--- src/rtl/grant_merge.sv ---
// rtl/grant_merge.sv - 2:1 grant-ordered packet merge into a DEPTH-entry output FIFO
// One arbiter grant token admits exactly one packet from the granted requester.
module grant_merge #(
  parameter int WIDTH = 33,
  parameter int DEPTH = 4,
  parameter int CNT_W = 16
) (
  input  logic                     clk,
  input  logic                     rst_n,
  input  logic                     grant_valid,
  input  logic                     grant_sel,
  output logic                     grant_ready,
  input  logic                     in0_valid,
  input  logic [WIDTH-1:0]         in0_data,
  output logic                     in0_ready,
  input  logic                     in1_valid,
  input  logic [WIDTH-1:0]         in1_data,
  output logic                     in1_ready,
  output logic                     out_valid,
  output logic [WIDTH-1:0]         out_data,
  input  logic                     out_ready,
  output logic [$clog2(DEPTH):0]   fifo_count,
  output logic [CNT_W-1:0]         pkt_cnt0,
  output logic [CNT_W-1:0]         pkt_cnt1
);

  localparam int AW = $clog2(DEPTH);
  localparam logic [AW:0] FULL_CNT = (AW+1)'(DEPTH);

  typedef enum logic {S_IDLE, S_GRANTED} state_t;

  state_t           r_state;
  state_t           w_state_nxt;
  logic             r_sel;
  logic             w_sel_nxt;
  logic [WIDTH-1:0] r_mem [DEPTH];
  logic [AW-1:0]    r_wr_ptr;
  logic [AW-1:0]    r_rd_ptr;
  logic [AW:0]      r_count;
  logic [CNT_W-1:0] r_cnt0;
  logic [CNT_W-1:0] r_cnt1;
  logic             w_full;
  logic             w_empty;
  logic             w_push;
  logic             w_pop;
  logic [WIDTH-1:0] w_push_data;

  assign w_full  = (r_count == FULL_CNT);
  assign w_empty = (r_count == '0);
  assign w_pop   = !w_empty && out_ready;

  // Readies depend only on registered state and occupancy, never on the valids.
  always_comb begin
    w_state_nxt = r_state;
    w_sel_nxt   = r_sel;
    grant_ready = 1'b0;
    in0_ready   = 1'b0;
    in1_ready   = 1'b0;
    w_push      = 1'b0;
    w_push_data = r_sel ? in1_data : in0_data;
    case (r_state)
      S_IDLE: begin
        grant_ready = 1'b1;
        if (grant_valid) begin
          w_state_nxt = S_GRANTED;
          w_sel_nxt   = grant_sel;
        end
      end
      S_GRANTED: begin
        in0_ready = !r_sel && !w_full;
        in1_ready = r_sel && !w_full;
        w_push    = r_sel ? (in1_valid && in1_ready) : (in0_valid && in0_ready);
        if (w_push) begin
          w_state_nxt = S_IDLE;
        end
      end
      default: begin
        w_state_nxt = S_IDLE;
      end
    endcase
  end

  always_ff @(posedge clk or negedge rst_n) begin
    if (!rst_n) begin
      r_state <= S_IDLE;
      r_sel   <= 1'b0;
    end else begin
      r_state <= w_state_nxt;
      r_sel   <= w_sel_nxt;
    end
  end

  always_ff @(posedge clk or negedge rst_n) begin
    if (!rst_n) begin
      for (int i = 0; i < DEPTH; i++) begin
        r_mem[i] <= '0;
      end
      r_wr_ptr <= '0;
      r_rd_ptr <= '0;
      r_count  <= '0;
    end else begin
      if (w_push) begin
        r_mem[r_wr_ptr] <= w_push_data;
        r_wr_ptr        <= r_wr_ptr + AW'(1);
      end
      if (w_pop) begin
        r_rd_ptr <= r_rd_ptr + AW'(1);
      end
      case ({w_push, w_pop})
        2'b10:   r_count <= r_count + (AW+1)'(1);
        2'b01:   r_count <= r_count - (AW+1)'(1);
        default: r_count <= r_count;
      endcase
    end
  end

  always_ff @(posedge clk or negedge rst_n) begin
    if (!rst_n) begin
      r_cnt0 <= '0;
      r_cnt1 <= '0;
    end else if (w_push) begin
      if (r_sel) begin
        r_cnt1 <= r_cnt1 + CNT_W'(1);
      end else begin
        r_cnt0 <= r_cnt0 + CNT_W'(1);
      end
    end
  end

  assign out_valid  = !w_empty;
  assign out_data   = r_mem[r_rd_ptr];
  assign fifo_count = r_count;
  assign pkt_cnt0   = r_cnt0;
  assign pkt_cnt1   = r_cnt1;

endmodule

--- config.mk ---
export PLATFORM = sky130hd
export DESIGN_NAME = grant_merge
export DESIGN_NICKNAME = d
export VERILOG_FILES = /design/src/rtl/grant_merge.sv
export SDC_FILE = /design/constraint.sdc
export NUM_CORES = 1
export LEC_CHECK = 0
export CORE_ASPECT_RATIO = 1.25
export CORE_MARGIN = 8
export CORE_UTILIZATION = 40
export CTS_BUF_LIST = sky130_fd_sc_hd__clkbuf_8
export CTS_CLUSTER_DIAMETER = 40
export DETAILED_ROUTE_END_ITERATION = 7
export SYNTH_ARGS = -nofsm -noshare
export SYNTH_HDL_FRONTEND = slang
export SYNTH_SLANG_ARGS = --single-unit
--- constraint.sdc ---
create_clock -name clk -period 4.3 [get_ports clk]
set_input_delay 1.075 -clock clk [delete_from_list [all_inputs] [get_ports clk]]
set_output_delay 1.075 -clock clk [all_outputs]
set_load 0.02 [all_outputs]
== Word level (Yosys, flattened, before mapping) ==
Cells that the tools add are included.

* Bitwise operators: 4
* Add/sub/neg operators: 6
* Reductions and logical operators: 14
* Order comparisons: 3
* Equal/unequal tests: 3
* Muxes and demuxes: 16

{| class="wikitable"
|+ Operators by type and width
! kind !! count
|-
| 132-bit bitwise mux || 1
|-
| 33-bit two-way mux || 4
|-
| 33-bit binary-select mux with 2-bit select || 1
|-
| 33-bit demux with 2-bit select || 1
|-
| 16-bit by 1-bit adder with 16-bit output, second input constant || 2
|-
| 1-bit two-way mux || 7
|-
| 3-bit greater-or-equal comparator, second input constant || 2
|-
| 1-bit logical AND || 6
|-
| 2-bit NOT with 3-bit output || 2
|-
| 3-bit one-hot mux with 2 select lines || 1
|-
| 2-bit AND reduction || 3
|-
| 2-bit by 1-bit adder with 2-bit output, second input constant || 2
|-
| 3-bit by 1-bit adder with 3-bit output, second input constant || 1
|-
| 3-bit == test, second input constant || 1
|-
| 1-bit zero test || 3
|-
| 3-bit zero test || 1
|-
| 3-bit by 1-bit less-than comparator with 1-bit output, second input constant || 1
|-
| 3-bit by 1-bit subtractor with 3-bit output, second input constant || 1
|-
| 2-bit by 1-bit == test with 1-bit output, second input constant || 1
|-
| 2-bit == test, second input constant || 1
|-
| 1-bit NOT || 2
|-
| 1-bit one-hot mux with 2 select lines || 1
|-
| 2-bit nonzero test || 1
|}

* Output and inout port bits: 72
* Flip-flop bits (word level): 173
* Bits of input ports: 73

== Logic depth before layout (Yosys ltp) ==
* Word-level depth: 8
* Gate-level depth with buffers: 10
* Depth with buffers taken out: 9

== Worst setup path before layout ==
Ideal clock, no wire load.

* Path type: input to register
* From: input port in0_valid
* To: register r_count[2], in the netlist fifo_count[2]
* Data arrival time: 2.612 ns
* Library setup time: 0.080 ns
* Required time: 4.220 ns
* Cell stages on the path: 9
* Slack: 1.608 ns
* Cell sequence: nand3b_1 -> nor2_4 -> nor2_1 -> ha_1 -> inv_1 -> fa_1 -> xor2_1 -> nor2_1 -> xor2_1

* Cells in the longest elaborated chain, start to end: 5
* Elaborated cells between the ends (all ways): 7
* Classes of those cells: 2 x eq/ne; 3 x mux; 2 x reduce/logical

{| class="wikitable"
|+ RTL lines
! element !! line !! source
|-
| from (decl) || 13 || <nowiki>input logic in0_valid,</nowiki>
|-
| 1-bit logical AND * || 72 || <nowiki>w_push = r_sel ? (in1_valid && in1_ready) : (in0_valid && in0_ready);</nowiki>
|-
| 1-bit two-way mux * || 72 ||
|-
| 1-bit two-way mux * || 61 || <nowiki>case (r_state)</nowiki>
|-
| 2-bit by 1-bit == test with 1-bit output / 2-bit == test (equally long branches) || 109 || <nowiki>case ({w_push, w_pop})</nowiki>
|-
| 3-bit one-hot mux with 2 select lines / 2-bit nonzero test (equally long branches) || - ||
|-
| to (signal assigned) || 110 || <nowiki>2'b10: r_count <= r_count + (AW+1)'(1);</nowiki>
|-
| to (signal assigned) || 111 || <nowiki>2'b01: r_count <= r_count - (AW+1)'(1);</nowiki>
|-
| to (signal assigned) || 112 || <nowiki>default: r_count <= r_count;</nowiki>
|-
| to (decl) || 39 || <nowiki>logic [AW:0] r_count;</nowiki>
|}

Mark *: on every way between the ends. The rest lies on a longest branch, timed or not.
A chain may end at the register's enable or synchronous reset.

== Worst setup path in the final report ==
* From: register r_rd_ptr[0]
* To: output port out_data[3]

* Cells in the longest elaborated chain, start to end: 4

{| class="wikitable"
|+ RTL lines
! element !! line !! source
|-
| from (decl) || 38 || <nowiki>logic [AW-1:0] r_rd_ptr;</nowiki>
|-
| from (signal assigned) || 107 || <nowiki>r_rd_ptr <= r_rd_ptr + AW'(1);</nowiki>
|-
| 2-bit NOT with 3-bit output (not written as such) || 131 || <nowiki>assign out_data = r_mem[r_rd_ptr];</nowiki>
|-
| 33-bit binary-select mux with 2-bit select || 131 ||
|-
| 33-bit two-way mux (not written as such) (2 in a row) || 131 ||
|-
| to (decl) || 20 || <nowiki>output logic [WIDTH-1:0] out_data,</nowiki>
|}

Every way passes these cells. The select of a mux whose other input is x is not followed.

==> flow_summary.yaml <==
grt:
  grtUsageTotal: 0.156
  grt_max_degree: 82
  grt_pass1_wl_mm: 30.2
  grt_overflow: 0
  grt_pass1_vias: 5574
  antenna_found_initial: 0
power_and_ir_drop:
  power_mw: 7.70
  seqPwrFrac: 0.376
  p_int_mw: 4.98
  swShare: 0.353
  power_density_nw_per_um2: 757
  p_leak_nw: 4.24
  p_switching_mw: 2.72
  clkPwrFrac: 0.148
  p_comb_frac: 0.476
  ir_drop_mv: 0.332
detailed_routing:
  drt_first_pass_iters: 4
  detail_route.vias_per_cell: 5.15
  final_antenna_net_count: 0
  wl_per_cell_um: 19.4
  drt_iter0_drc: 133
  wl_mm: 18.5
  drc: 0
  num_vias: 4923
cts:
  cts_buffers: 17
  cts_hold_buf: 0
  clkSinkCount: 173
  cts_setup_buffers: 0
  cts_resized: 0
  clockBufferDepth: 2
  cts_tree: "done"
  clock_latency_ns: 0.45
  cts.reportedPaths.clkPinSlew_ns: 0.09
  h-tree-depth: 4
  root_buffer: "clkbuf_8"
setup_path:
  crit_required_ns: 3.22
  crit_path_max_fanout: 16
  crit_arrival_ns: 2.63
  startpoint_type: "flop"
  cp-end-kind: "output port"
  path_class: "flop to output port"
layout:
  fin_nets: 754
  stdcell_count: 955
  fillers: 1762
  syn_to_final_growth_pct: 25.5
  antenna_cells: 0
  final_cell_mix: "170 x dfrtp_1, 148 x mux2_2, 143 x clkdlybuf4s50_1"
  final_common_cell: "dfrtp_1"
  drive_gt1_frac: 0.345
  fin_util: 0.508
synthesis:
  synth_edf_count: 0
  synth_cells: 527
  yosys.cell_types.count: 36
  synth.area.top_cells: "dfrtp_1 53%, mux2_2 21%, mux4_2 9.2%"
  seq_area_frac_synth: 0.534
  ys.flop_type: "dfrtp_1"
  netlist.area_leader.share: 0.534
  syn_avg_cell_area_um2: 15.4
  syn_nets: 608
  synthArstFlopShare: 1.00
  synth_seq_cells: 173
  synth_area_um2: 8110
  yosysTopAreaCell: "dfrtp_1"
  yosysWarnings: 0
timing:
  rsz0062_at_grt: "no"
  worst_pin_slew_ns: 0.907
  fin_skew_ns: 0.0112
  postLayoutSetupSlackWorst_ns: 0.590
  hold_violations: 0
  post-route-period-util: 0.863
  totalNegativeSetupSlack_ns: 0
  setup_viol: 0
  fmaxAchievable_mhz: 270
  relSlewSlack: 0.395
  slew_violations: 0
  fin_crit_ns: 3.71
outcome:
  outcome: "complete, no violations"
die:
  coreArea_um2: 20000
  design.die.area_um2: 25100
  die_y_um: 175
  placementRows: 58
  die_w_um: 143
  io_pins: 145
  start_util: 0.405
placement:
  dp_hpwl_mm: 12.6
  gp_congestion: 0.754
  dp.cells: 924
  preCtsSetupSlack_ns: 0.997
  port_buffers: 144
worst_hold_path:
  worstHoldPathType: "flop to flop"
run:
  cap_viol_max_count: 0
==> worst max-delay path, cell delays in order, from the launching register on <==
cell and delay (ns):
dfrtp_2 0.73, buf_4 0.35, mux4_2 0.54, clkdlybuf4s50_1 0.57
==> power by group through the flow <==
stage	clock [mW]	combinational [mW]	sequential (mW)
after CTS	1.19	3.75	2.90
after floorplan	0	2.54	2.71
after global placement	0	3.63	2.90
after detailed placement	0	3.74	2.94
final	1.14	3.66	2.89
after global routing	1.26	3.93	3.01
==> stage by stage <==
stage                     area [µm²]  hold slack, ns
after floorplan                 8110           0.459
after detailed placement        9780           0.468
after global routing           10200           0.493
after CTS                      10200           0.481
after global placement          9780           0.461
final                          10200           0.479
==> layer usage <==
layer	part of all wire	vias to the layer above	routed length (µm)	global-route usage
met1	0.41	2573	7540	0.176
met2	0.53	111	9850	0.277
met4	0.022	0	399	0.0575
li1	-	2219	-	-
met5	0	-	0	0
met3	0.040	20	739	0.0363
==> path summary, 6_finish.rpt <==
check	slack, ns	cells after the start	start	to
min in group asynchronous	0.59	1	rst_n	pkt_cnt0[13]
min	0.48	1	pkt_cnt0[15]	pkt_cnt0[15]
max	0.59	3	r_rd_ptr[0]	out_data[3]
max reg2reg	1.60	10	r_sel	fifo_count[2]
max in group asynchronous	2.79	2	rst_n	r_rd_ptr[1]
min reg2reg	0.48	1	pkt_cnt0[15]	pkt_cnt0[15]
==> cells by family (layout without fill, tap and decap cells) <==
family | after synthesis | in the layout | synth area share
multiplexers | 202 | 202 | 0.326
buffers and inverters | 35 | 193 | 0.0282
adder cells (fa/ha/maj) | 8 | 8 | 0.0133
flip-flops | 173 | 173 | 0.534
XOR/XNOR | 35 | 35 | 0.0378
AND/OR/NAND/NOR | 67 | 67 | 0.0497
AO/OA/AOI/OAI | 7 | 7 | 0.0110
==> sequential cells by signal, indices dropped and copies added (netlist names) <==
register    count
fifo_count      3
pkt_cnt0       16
pkt_cnt1       16
r_mem         132
r_rd_ptr        2
r_sel           1
r_state         1
r_wr_ptr        2
==> final cells by class <==
cell class | count | area, µm² | area share
tap | 270 | 338 | 0.0332
clock buffer | 19 | 262 | 0.0257
sequential | 173 | 4330 | 0.426
inverter | 9 | 33.8 | 0.00332
multi-input combinational | 319 | 3550 | 0.349
timing repair buffer | 153 | 1520 | 0.150
clock inverter | 12 | 136 | 0.0134
==> cell usage after synthesis, types with 2 or more instances <==
master,count
and3_1,2
and4_1,4
buf_2,6
buf_6,12
clkbuf_1,8
dfrtp_1,173
ha_1,7
inv_1,9
mux2_1,20
mux2_2,148
mux4_2,33
nand2_1,14
nand2b_1,2
nand3_1,10
nand4_1,6
nor2_1,6
nor2_4,2
nor3_1,10
nor4_1,2
o21ai_4,4
xnor2_1,20
xor2_1,15
No activity file was read; power rests on OpenSTA's default activity.
